`src/rtl/wfg_stim_sine_mc_pkg.sv`:
```
// Shared constants for the multi-channel sine stimulus register file:
// field widths, reset values, global register addresses and a byte-lane merge helper.
package wfg_stim_sine_mc_pkg;

  localparam int MAX_CH   = 16;
  localparam int INC_W    = 16;
  localparam int GAIN_W   = 16;
  localparam int OFFSET_W = 18;

  localparam logic [INC_W-1:0]    INC_RST    = 16'h1000;
  localparam logic [GAIN_W-1:0]   GAIN_RST   = 16'h4000;
  localparam logic [OFFSET_W-1:0] OFFSET_RST = 18'h0_0000;

  localparam logic [11:0] ADDR_COMMIT = 12'h100;
  localparam logic [11:0] ADDR_STATUS = 12'h104;

  typedef enum logic [1:0] {
    REG_CTRL   = 2'd0,
    REG_INC    = 2'd1,
    REG_GAIN   = 2'd2,
    REG_OFFSET = 2'd3
  } reg_sel_e;

  // The widest field is 18 bits, so only byte lanes 0..2 can ever land.
  function automatic logic [OFFSET_W-1:0] byte_merge(
    input logic [OFFSET_W-1:0] old_val,
    input logic [OFFSET_W-1:0] wdat,
    input logic [2:0]          sel
  );
    logic [OFFSET_W-1:0] res;
    res = old_val;
    if (sel[0]) res[7:0]   = wdat[7:0];
    if (sel[1]) res[15:8]  = wdat[15:8];
    if (sel[2]) res[17:16] = wdat[17:16];
    return res;
  endfunction

endpackage

```
`src/rtl/wfg_stim_sine_ch_regs.sv`:
```
// One channel: immediate CTRL, staging/active INC/GAIN/OFFSET, pending flag
// and the one-cycle commit pulse that tells the core to resync phase.
module wfg_stim_sine_ch_regs
  import wfg_stim_sine_mc_pkg::*;
(
  input  logic                clk,
  input  logic                rst,
  input  logic                wr_en,
  input  reg_sel_e            wr_reg,
  input  logic [OFFSET_W-1:0] wr_dat,
  input  logic [2:0]          wr_sel,
  input  logic                sw_commit,
  input  logic                sync_i,
  output logic                en_o,
  output logic                auto_o,
  output logic [INC_W-1:0]    inc_stg_o,
  output logic [GAIN_W-1:0]   gain_stg_o,
  output logic [OFFSET_W-1:0] offset_stg_o,
  output logic [INC_W-1:0]    inc_act_o,
  output logic [GAIN_W-1:0]   gain_act_o,
  output logic [OFFSET_W-1:0] offset_act_o,
  output logic                pending_o,
  output logic                commit_o
);

  logic                en_q, en_d, auto_q, auto_d;
  logic [INC_W-1:0]    inc_stg_q, inc_stg_d, inc_act_q, inc_act_d;
  logic [GAIN_W-1:0]   gain_stg_q, gain_stg_d, gain_act_q, gain_act_d;
  logic [OFFSET_W-1:0] offset_stg_q, offset_stg_d, offset_act_q, offset_act_d;
  logic                pending_q, pending_d, commit_q, commit_d;
  logic [OFFSET_W-1:0] old_val, merged;
  logic                commit, stg_wr;

  always_comb begin
    old_val = '0;
    case (wr_reg)
      REG_CTRL:   old_val = {16'h0, auto_q, en_q};
      REG_INC:    old_val = {2'b00, inc_stg_q};
      REG_GAIN:   old_val = {2'b00, gain_stg_q};
      REG_OFFSET: old_val = offset_stg_q;
      default:    old_val = '0;
    endcase
    merged = byte_merge(old_val, wr_dat, wr_sel);

    // Auto commit looks at pre-write state, so a coincident staging write
    // lands after the copy and leaves the channel pending.
    commit = sw_commit | (sync_i & auto_q & pending_q);
    stg_wr = wr_en & (wr_reg != REG_CTRL);

    en_d         = en_q;
    auto_d       = auto_q;
    inc_stg_d    = inc_stg_q;
    gain_stg_d   = gain_stg_q;
    offset_stg_d = offset_stg_q;
    inc_act_d    = commit ? inc_stg_q    : inc_act_q;
    gain_act_d   = commit ? gain_stg_q   : gain_act_q;
    offset_act_d = commit ? offset_stg_q : offset_act_q;
    commit_d     = commit;
    pending_d    = stg_wr ? 1'b1 : (commit ? 1'b0 : pending_q);

    if (wr_en) begin
      case (wr_reg)
        REG_CTRL: begin
          en_d   = merged[0];
          auto_d = merged[1];
        end
        REG_INC:    inc_stg_d    = merged[INC_W-1:0];
        REG_GAIN:   gain_stg_d   = merged[GAIN_W-1:0];
        REG_OFFSET: offset_stg_d = merged;
        default: ;
      endcase
    end
  end

  always_ff @(posedge clk or posedge rst) begin
    if (rst) begin
      en_q         <= 1'b0;
      auto_q       <= 1'b0;
      inc_stg_q    <= INC_RST;
      gain_stg_q   <= GAIN_RST;
      offset_stg_q <= OFFSET_RST;
      inc_act_q    <= INC_RST;
      gain_act_q   <= GAIN_RST;
      offset_act_q <= OFFSET_RST;
      pending_q    <= 1'b0;
      commit_q     <= 1'b0;
    end else begin
      en_q         <= en_d;
      auto_q       <= auto_d;
      inc_stg_q    <= inc_stg_d;
      gain_stg_q   <= gain_stg_d;
      offset_stg_q <= offset_stg_d;
      inc_act_q    <= inc_act_d;
      gain_act_q   <= gain_act_d;
      offset_act_q <= offset_act_d;
      pending_q    <= pending_d;
      commit_q     <= commit_d;
    end
  end

  assign en_o         = en_q;
  assign auto_o       = auto_q;
  assign inc_stg_o    = inc_stg_q;
  assign gain_stg_o   = gain_stg_q;
  assign offset_stg_o = offset_stg_q;
  assign inc_act_o    = inc_act_q;
  assign gain_act_o   = gain_act_q;
  assign offset_act_o = offset_act_q;
  assign pending_o    = pending_q;
  assign commit_o     = commit_q;

endmodule

```
`src/rtl/wfg_stim_sine_mc_wishbone_reg.sv`:
```
// Wishbone slave for the multi-channel sine stimulus: address decode,
// single-pulse ack/err, registered read mux, per-channel register banks.
module wfg_stim_sine_mc_wishbone_reg
  import wfg_stim_sine_mc_pkg::*;
#(
  parameter int BUSW   = 32,
  parameter int NUM_CH = 4
) (
  input  logic                     wb_clk_i,
  input  logic                     wb_rst_i,
  input  logic                     wbs_stb_i,
  input  logic                     wbs_cyc_i,
  input  logic                     wbs_we_i,
  input  logic [BUSW/8-1:0]        wbs_sel_i,
  input  logic [BUSW-1:0]          wbs_dat_i,
  input  logic [BUSW-1:0]          wbs_adr_i,
  output logic                     wbs_ack_o,
  output logic                     wbs_err_o,
  output logic [BUSW-1:0]          wbs_dat_o,
  input  logic                     sync_i,
  output logic [NUM_CH-1:0]        ctrl_en_q_o,
  output logic [NUM_CH*16-1:0]     inc_val_q_o,
  output logic [NUM_CH*16-1:0]     gain_val_q_o,
  output logic [NUM_CH*18-1:0]     offset_val_q_o,
  output logic [NUM_CH-1:0]        commit_o
);

  logic            ack_q, ack_d, err_q, err_d;
  logic [BUSW-1:0] dat_q, dat_d, rdata;
  logic            req, wr_req, mapped;
  logic [3:0]      ch_idx;
  logic            ch_hit, commit_hit, status_hit;
  reg_sel_e        reg_sel;

  logic                en     [NUM_CH];
  logic                auto_f [NUM_CH];
  logic [INC_W-1:0]    inc_stg    [NUM_CH];
  logic [GAIN_W-1:0]   gain_stg   [NUM_CH];
  logic [OFFSET_W-1:0] offset_stg [NUM_CH];
  logic [NUM_CH-1:0]   pending, ch_wr, sw_commit;

  // Bits outside the decoded window and unused byte lanes are deliberately ignored.
  logic unused_bus_bits;
  assign unused_bus_bits = ^{wbs_adr_i[BUSW-1:12], wbs_adr_i[1:0],
                             wbs_dat_i[BUSW-1:OFFSET_W], wbs_sel_i[BUSW/8-1]};

  assign req        = wbs_stb_i & wbs_cyc_i & ~(ack_q | err_q);
  assign wr_req     = req & wbs_we_i;
  assign ch_idx     = wbs_adr_i[7:4];
  assign reg_sel    = reg_sel_e'(wbs_adr_i[3:2]);
  assign ch_hit     = (wbs_adr_i[11:8] == 4'h0) && ({1'b0, ch_idx} < 5'(NUM_CH));
  assign commit_hit = (wbs_adr_i[11:2] == ADDR_COMMIT[11:2]);
  assign status_hit = (wbs_adr_i[11:2] == ADDR_STATUS[11:2]);
  assign mapped     = ch_hit | commit_hit | status_hit;

  for (genvar c = 0; c < NUM_CH; c++) begin : g_ch
    logic [INC_W-1:0]    inc_act;
    logic [GAIN_W-1:0]   gain_act;
    logic [OFFSET_W-1:0] offset_act;

    assign ch_wr[c]     = wr_req & ch_hit & (ch_idx == 4'(c));
    assign sw_commit[c] = wr_req & commit_hit & wbs_dat_i[c] & wbs_sel_i[c/8];

    wfg_stim_sine_ch_regs u_ch (
      .clk          (wb_clk_i),
      .rst          (wb_rst_i),
      .wr_en        (ch_wr[c]),
      .wr_reg       (reg_sel),
      .wr_dat       (wbs_dat_i[OFFSET_W-1:0]),
      .wr_sel       (wbs_sel_i[2:0]),
      .sw_commit    (sw_commit[c]),
      .sync_i       (sync_i),
      .en_o         (en[c]),
      .auto_o       (auto_f[c]),
      .inc_stg_o    (inc_stg[c]),
      .gain_stg_o   (gain_stg[c]),
      .offset_stg_o (offset_stg[c]),
      .inc_act_o    (inc_act),
      .gain_act_o   (gain_act),
      .offset_act_o (offset_act),
      .pending_o    (pending[c]),
      .commit_o     (commit_o[c])
    );

    assign ctrl_en_q_o[c]           = en[c];
    assign inc_val_q_o[16*c +: 16]  = inc_act;
    assign gain_val_q_o[16*c +: 16] = gain_act;
    assign offset_val_q_o[18*c +: 18] = offset_act;
  end

  // COMMIT reads as zero, so it needs no entry in the mux.
  always_comb begin
    rdata = '0;
    if (status_hit) rdata[NUM_CH-1:0] = pending;
    if (ch_hit) begin
      for (int c = 0; c < NUM_CH; c++) begin
        if (ch_idx == 4'(c)) begin
          case (reg_sel)
            REG_CTRL:   rdata[1:0]          = {auto_f[c], en[c]};
            REG_INC:    rdata[INC_W-1:0]    = inc_stg[c];
            REG_GAIN:   rdata[GAIN_W-1:0]   = gain_stg[c];
            REG_OFFSET: rdata[OFFSET_W-1:0] = offset_stg[c];
            default: ;
          endcase
        end
      end
    end
  end

  always_comb begin
    ack_d = req & mapped;
    err_d = req & ~mapped;
    dat_d = (req & ~wbs_we_i & mapped) ? rdata : '0;
  end

  always_ff @(posedge wb_clk_i or posedge wb_rst_i) begin
    if (wb_rst_i) begin
      ack_q <= 1'b0;
      err_q <= 1'b0;
      dat_q <= '0;
    end else begin
      ack_q <= ack_d;
      err_q <= err_d;
      dat_q <= dat_d;
    end
  end

  assign wbs_ack_o = ack_q;
  assign wbs_err_o = err_q;
  assign wbs_dat_o = dat_q;

endmodule

```
`config.mk`:
```
export PLATFORM = sky130hd
export DESIGN_NAME = wfg_stim_sine_mc_wishbone_reg
export DESIGN_NICKNAME = d
export VERILOG_FILES = /design/src/rtl/wfg_stim_sine_mc_pkg.sv /design/src/rtl/wfg_stim_sine_ch_regs.sv /design/src/rtl/wfg_stim_sine_mc_wishbone_reg.sv
export SDC_FILE = /design/constraint.sdc
export NUM_CORES = 1
export LEC_CHECK = 0
export ABC_AREA = 1
export ABC_CLOCK_PERIOD_IN_PS = 17800
export CAP_MARGIN = 20
export CORE_ASPECT_RATIO = 0.7
export CORE_MARGIN = 8
export CORE_UTILIZATION = 45
export CTS_BUF_LIST = sky130_fd_sc_hd__clkbuf_8
export DETAILED_ROUTE_END_ITERATION = 16
export GPL_TIMING_DRIVEN = 0
export MAX_ROUTING_LAYER = met4
export PLACE_DENSITY_LB_ADDON = 0.25
export SLEW_MARGIN = 20
export SYNTH_ARGS = -nofsm -noshare
export SYNTH_HDL_FRONTEND = slang
export SYNTH_SLANG_ARGS = --single-unit
export TNS_END_PERCENT = 10
```
`constraint.sdc`:
```
create_clock -name wb_clk_i -period 17.8 [get_ports wb_clk_i]
set_input_delay 1.78 -clock wb_clk_i [delete_from_list [all_inputs] [get_ports wb_clk_i]]
set_output_delay 1.78 -clock wb_clk_i [all_outputs]
set_load 0.1 [all_outputs]
```
## Word level (Yosys, flattened, before mapping)

Cells that the tools add are included.

- Register bits: 436
- Bits of input ports: 74
- Word-level logic and storage cells: 172

- Magnitude comparators: 1
- Equal/unequal tests: 9
- Mux-type cells: 43
- Bitwise logic cells: 43
- Reductions and logical operators: 29

Operators by type and width:

| operator | count |
|---|---|
| 18-bit one-hot mux with 3 select lines | 4 |
| 14-bit one-hot mux with 3 select lines | 4 |
| 18-bit 2-to-1 mux | 6 |
| 8-bit 2-to-1 mux | 8 |
| 1-bit AND | 33 |
| 2-bit one-hot mux with 4 select lines | 4 |
| 2-bit AND reduction | 16 |
| 10-bit by 7-bit equality test with 1-bit output, second input constant | 2 |
| 2-bit 2-to-1 mux | 8 |
| 3-bit AND reduction | 4 |
| 2-bit nonzero test | 5 |
| 4-bit by 2-bit equality test with 1-bit output, second input constant | 2 |
| 4-bit logical NOT | 2 |
| 1-bit 2-to-1 mux | 8 |
| 1-bit OR | 7 |
| 2-bit equality test, second input constant | 2 |
| 4-bit by 1-bit equality test with 1-bit output, second input constant | 1 |
| 4-bit by 3-bit less-than comparator with 1-bit output, second input constant | 1 |
| 4-bit 2-to-1 mux | 1 |
| 1-bit NOT | 3 |
| 2-bit by 1-bit equality test with 1-bit output, second input constant | 1 |
| 2-bit logical NOT | 1 |
| 2-bit inequality test, second input constant | 1 |
| 1-bit logical AND | 1 |

## Longest topological paths before layout

- Word-level depth: 12
- Depth in mapped cells: 12

## Modules after synthesis

A second synthesis with hierarchy kept.

- Cell total of the unflattened synthesis: 2410
- Area, all modules: 20794.9 µm²

Modules (own cells, without submodules):

| module | instances | cells each | area each (µm²) | sequential area each (µm²) |
|---|---|---|---|---|
| wfg_stim_sine_ch_regs | 4 | 472 | 4500.6 | 2607.5 |
| wfg_stim_sine_mc_wishbone_reg | 1 | 522 | 2792.7 | 500.5 |

## Worst setup path after synthesis

No wires, ideal clock.

- Path type: input -> register
- From: input wbs_adr_i[11]
- To: register g_ch[1].u_ch.inc_stg_q[10]
- Library setup time: 0.116 ns
- Arrival time: 2.963 ns
- Required time: 17.684 ns
- Path slack: 14.720 ns
- Stages: 12
- Path buffers: 2
- Cells stage by stage: nor2_2 > nand3_4 > clkinv_2 > nand2_4 > inv_2 > nand2_2 > buf_6 > nor2_8 > inv_2 > buf_6 > nand2_1 > nand2_1

- Cells in the longest elaborated chain, start to end: 5

RTL lines:

| item | line | text |
|---|---|---|
| from (decl) | wfg_stim_sine_mc_wishbone_reg.sv:16 | `input logic [BUSW-1:0] wbs_adr_i,` |
| 4-bit logical NOT | wfg_stim_sine_mc_wishbone_reg.sv:51 | `assign ch_hit = (wbs_adr_i[11:8] == 4'h0) && ({1'b0, ch_idx} < 5'(NUM_CH));` |
| 1-bit logical AND | wfg_stim_sine_mc_wishbone_reg.sv:51 |  |
| 1-bit AND (2 in a row) | wfg_stim_sine_mc_wishbone_reg.sv:61 | `assign ch_wr[c] = wr_req & ch_hit & (ch_idx == 4'(c));` |
| 2-bit AND reduction (no source line) | -- |  |
| to (signal assigned) | wfg_stim_sine_ch_regs.sv:90 | `inc_stg_q <= inc_stg_d;` |
| to (decl) | wfg_stim_sine_ch_regs.sv:27 | `logic [INC_W-1:0] inc_stg_q, inc_stg_d, inc_act_q, inc_act_d;` |

No other way between the ends.
A chain may end at the register's enable or synchronous reset.

## Final worst setup path

- From: register g_ch[3].u_ch.inc_act_q[12]
- To: output inc_val_q_o[60]

RTL lines:

| item | line | text |
|---|---|---|
| from (decl) | wfg_stim_sine_ch_regs.sv:27 |  |
| from (signal assigned) | wfg_stim_sine_ch_regs.sv:93 | `inc_act_q <= inc_act_d;` |
| to (decl) | wfg_stim_sine_mc_wishbone_reg.sv:22 | `output logic [NUM_CH*16-1:0] inc_val_q_o,` |

No word-level cell between the ends.

==> impl_metrics.json <==
{
  "status": "complete, no violations",
  "hp-class": "flop to flop",
  "die_w_um": 263.3,
  "hp-start": "g_ch[2].u_ch.gain_act_o[14]",
  "ir_worst_vdd_uv": 50.00,
  "period_minus_slack_ns": 4.095,
  "grt_setup_unrepaired": "false",
  "r2r_cells": 11,
  "reg2reg_from": "wbs_ack_o",
  "final_cell_area_um2": 24080,
  "regToRegSetupSlack_ns": 15.57,
  "pre_cts_ws_ns": 13.51,
  "clock_skew_ns": 0.03599,
  "place_hpwl_mm": 52.55,
  "layout.nets": 2728,
  "grtUsageTotal": 0.2863,
  "startpoint_type": "flop",
  "crit_cells": 1,
  "placementRows": 63,
  "clock-sinks": 436,
  "cts_htree_levels": 3,
  "p_per_area_nw_per_um2": 88.73,
  "synth_top_area_share": 0.5456,
  "postCtsSetupBuffers": 0,
  "finalHoldViolations": 0,
  "cpPeakStageDelay_ns": 1.16,
  "synth_top_family_by_area": "simple AND/OR/NAND/NOR gates",
  "fp.dieH_um": 189.1,
  "synth-seq-cells": 436,
  "antenna_found_initial": 1,
  "synth_warnings": 0,
  "end_kind": "primary output",
  "drv_cap": 0,
  "utilization": 0.5700,
  "yosys-top-cells-area": "dfrtp_1 (55%), nand2_1 (16%), o21ai_0 (6.9%), inv_1 (4.8%), dfstp_2 (2.2%)",
  "grt_overflow": 0,
  "numCtsBuffers": 70,
  "startpoint": "g_ch[3].u_ch.inc_act_o[12]",
  "areaGrowthSynthToFinish_pct": 25.03,
  "port_buffers": 260,
  "finalSetupTns_ns": 0,
  "slew_violations": 0,
  "pin_count": 316,
  "wl_mm": 70.24,
  "netlist.top_cell.by_area": "dfrtp_1",
  "grt_pass1_vias": 17180,
  "critPathSlowestCell": "clkdlybuf4s50_1",
  "dominantRegCellSynth": "dfrtp_1",
  "p_leak_nw": 12.05,
  "clk_pin_slew_ns": 0.06,
  "worstSetupEndpoint": "inc_val_q_o[60]",
  "path_class": "flop to primary output",
  "clk_latency_ns": 0.63,
  "cp_cell_sequence": "clkdlybuf4s50_1",
  "hold_slack_ns": 0.4905,
  "grt_pass1_wl_mm": 106.3,
  "synth_area_um2": 19260,
  "synth_xor_area_frac": 0,
  "nFillCells": 3846,
  "rr_endpoint": "g_ch[0].u_ch.offset_stg_o[2]",
  "yosysUniqueCellTypes": 37,
  "synth_compound_area_frac": 0.1163,
  "synthMuxAreaShare": 0,
  "arrival_ns": 2.32,
  "die-area_um2": 49790,
  "path_delay_family": "buffers and inverters",
  "cts_tree": "built",
  "vias_per_cell": 5.369,
  "required_ns": 16.02,
  "synthAdderAreaFrac": 0,
  "finalSetupViolations": 0,
  "ctsHoldBuffers": 0,
  "max_freq_mhz": 244.2,
  "grt_max_degree": 102,
  "worst_pin_slew_ns": 1.108,
  "wl_per_cell_um": 21.55,
  "gp_congestion": 1.011,
  "ys_seq_area_frac": 0.5674,
  "setup_slack_ns": 13.70,
  "drt.antenna.violating_nets": 0,
  "cts_buffer_depth": 3,
  "syn_avg_cell_area_um2": 8.357,
  "post_cts_resized": 0,
  "first_iter_violations": 1984,
  "synthCells": 2305,
  "dpl_cell_area_um2": 22720,
  "drive_above_1_share": 0.1057,
  "fp.coreArea_um2": 42250,
  "drc": 0,
  "cts_root_buf": "clkbuf_8",
  "finalCritPeriodShare": 0.2301,
  "synth-simple-area-share": 0.2227,
  "path_buf_inv": 1,
  "initial_utilization": 0.4559,
  "drt_first_pass_iters": 7,
  "synthArstFlopShare": 1.000,
  "synth_edf_count": 0,
  "maxSlewHeadroom": 0.2612,
  "vias": 17500,
  "crit_fanout": 2
}
Yosys cell counts (12+ instances only):
| cell type | instances |
|---|---|
| o221ai_1 | 15 |
| o21ai_1 | 43 |
| o211ai_1 | 12 |
| nor3_1 | 14 |
| nand2_1 | 820 |
| nor2_1 | 102 |
| inv_1 | 247 |
| inv_2 | 16 |
| buf_2 | 54 |
| a21oi_1 | 70 |
| dfstp_2 | 16 |
| buf_4 | 47 |
| nand3_1 | 65 |
| clkbuf_1 | 20 |
| dfrtp_1 | 420 |
| o21ai_0 | 264 |
stage by stage:
stage	cells	power, mW
6_report	3260	2.137
5_1_grt	3260	2.210
4_1_cts	3259	2.146
3_5_place_dp	3134	1.304
3_3_place_gp	3130	1.300
2_1_floorplan	2318	1.220
layer usage:
layer,share of wire,vias to the layer above,GRT usage
li1,-,7903,-
met1,0.45,8564,0.4066
met2,0.42,929,0.4048
met3,0.10,108,0.07478
met4,0.023,0,0.07495
met5,0,-,-
power breakdown:
| group | switching (mW) | internal [mW] | total [mW] |
|---|---|---|---|
| clock network | 0.406 | 0.443 | 0.848 |
| logic | 0.219 | 0.0538 | 0.272 |
| registers | 0.00941 | 1.01 | 1.02 |
| total | 0.634 | 1.50 | 2.14 |
kinds of logic after synthesis:
kind of cell    Yosys count
compound gates          422
buf+inv                 398
flops                   436
other cells               1
simple gates           1048
registers in the layout, indices dropped and copies added (netlist names), 4 cells and up:
| register | count |
|---|---|
| g_ch.u_ch.gain_act_o | 64 |
| g_ch.u_ch.pending_o | 4 |
| g_ch.u_ch.inc_act_o | 64 |
| wbs_dat_o | 18 |
| g_ch.u_ch.auto_o | 4 |
| g_ch.u_ch.offset_act_o | 72 |
| g_ch.u_ch.en_o | 4 |
| g_ch.u_ch.inc_stg_o | 64 |
| g_ch.u_ch.offset_stg_o | 72 |
| g_ch.u_ch.commit_o | 4 |
| g_ch.u_ch.gain_stg_o | 64 |
final cells by class:
class	count	area, um2	share of cell area
clock inverter	41	202.7	0.008416
multi-input combinational	1484	6583	0.2733
tap	552	690.7	0.02868
clock buffer	84	1156	0.04800
antenna	1	2.502	0.0001039
sequential	436	10930	0.4538
inverter	265	1003	0.04166
timing repair buffer	264	2713	0.1126
buffer	133	803.3	0.03335
cells in the final DEF (no fill, tap or decap), types with 11 or more instances in the layout:
master             n
nor3_1            14
clkdlybuf4s50_1  260
dfrtp_1          420
nand3_1           65
clkbuf_8          84
o211ai_1          12
o221ai_1          15
clkbuf_1          20
nor2_4            11
conb_1            14
buf_2             54
o21ai_1           43
o21ai_0          264
inv_2             16
nor2_1           102
buf_4             47
nand2_1          820
inv_1            278
dfstp_2           16
a21oi_1           70
worst min-delay path by stage:
stage,endpoint,slack (ns),cells after the start
detailed placement,g_ch[3].u_ch.auto_o,0.48,2
finish,g_ch[2].u_ch.gain_act_o[14],0.49,2
global route,g_ch[1].u_ch.inc_stg_o[12],0.50,2
global placement,g_ch[0].u_ch.inc_stg_o[12],0.47,2
floorplan,g_ch[1].u_ch.inc_stg_o[12],0.45,2
CTS,g_ch[2].u_ch.gain_act_o[14],0.49,2
(Power assumes the default switching activity.)
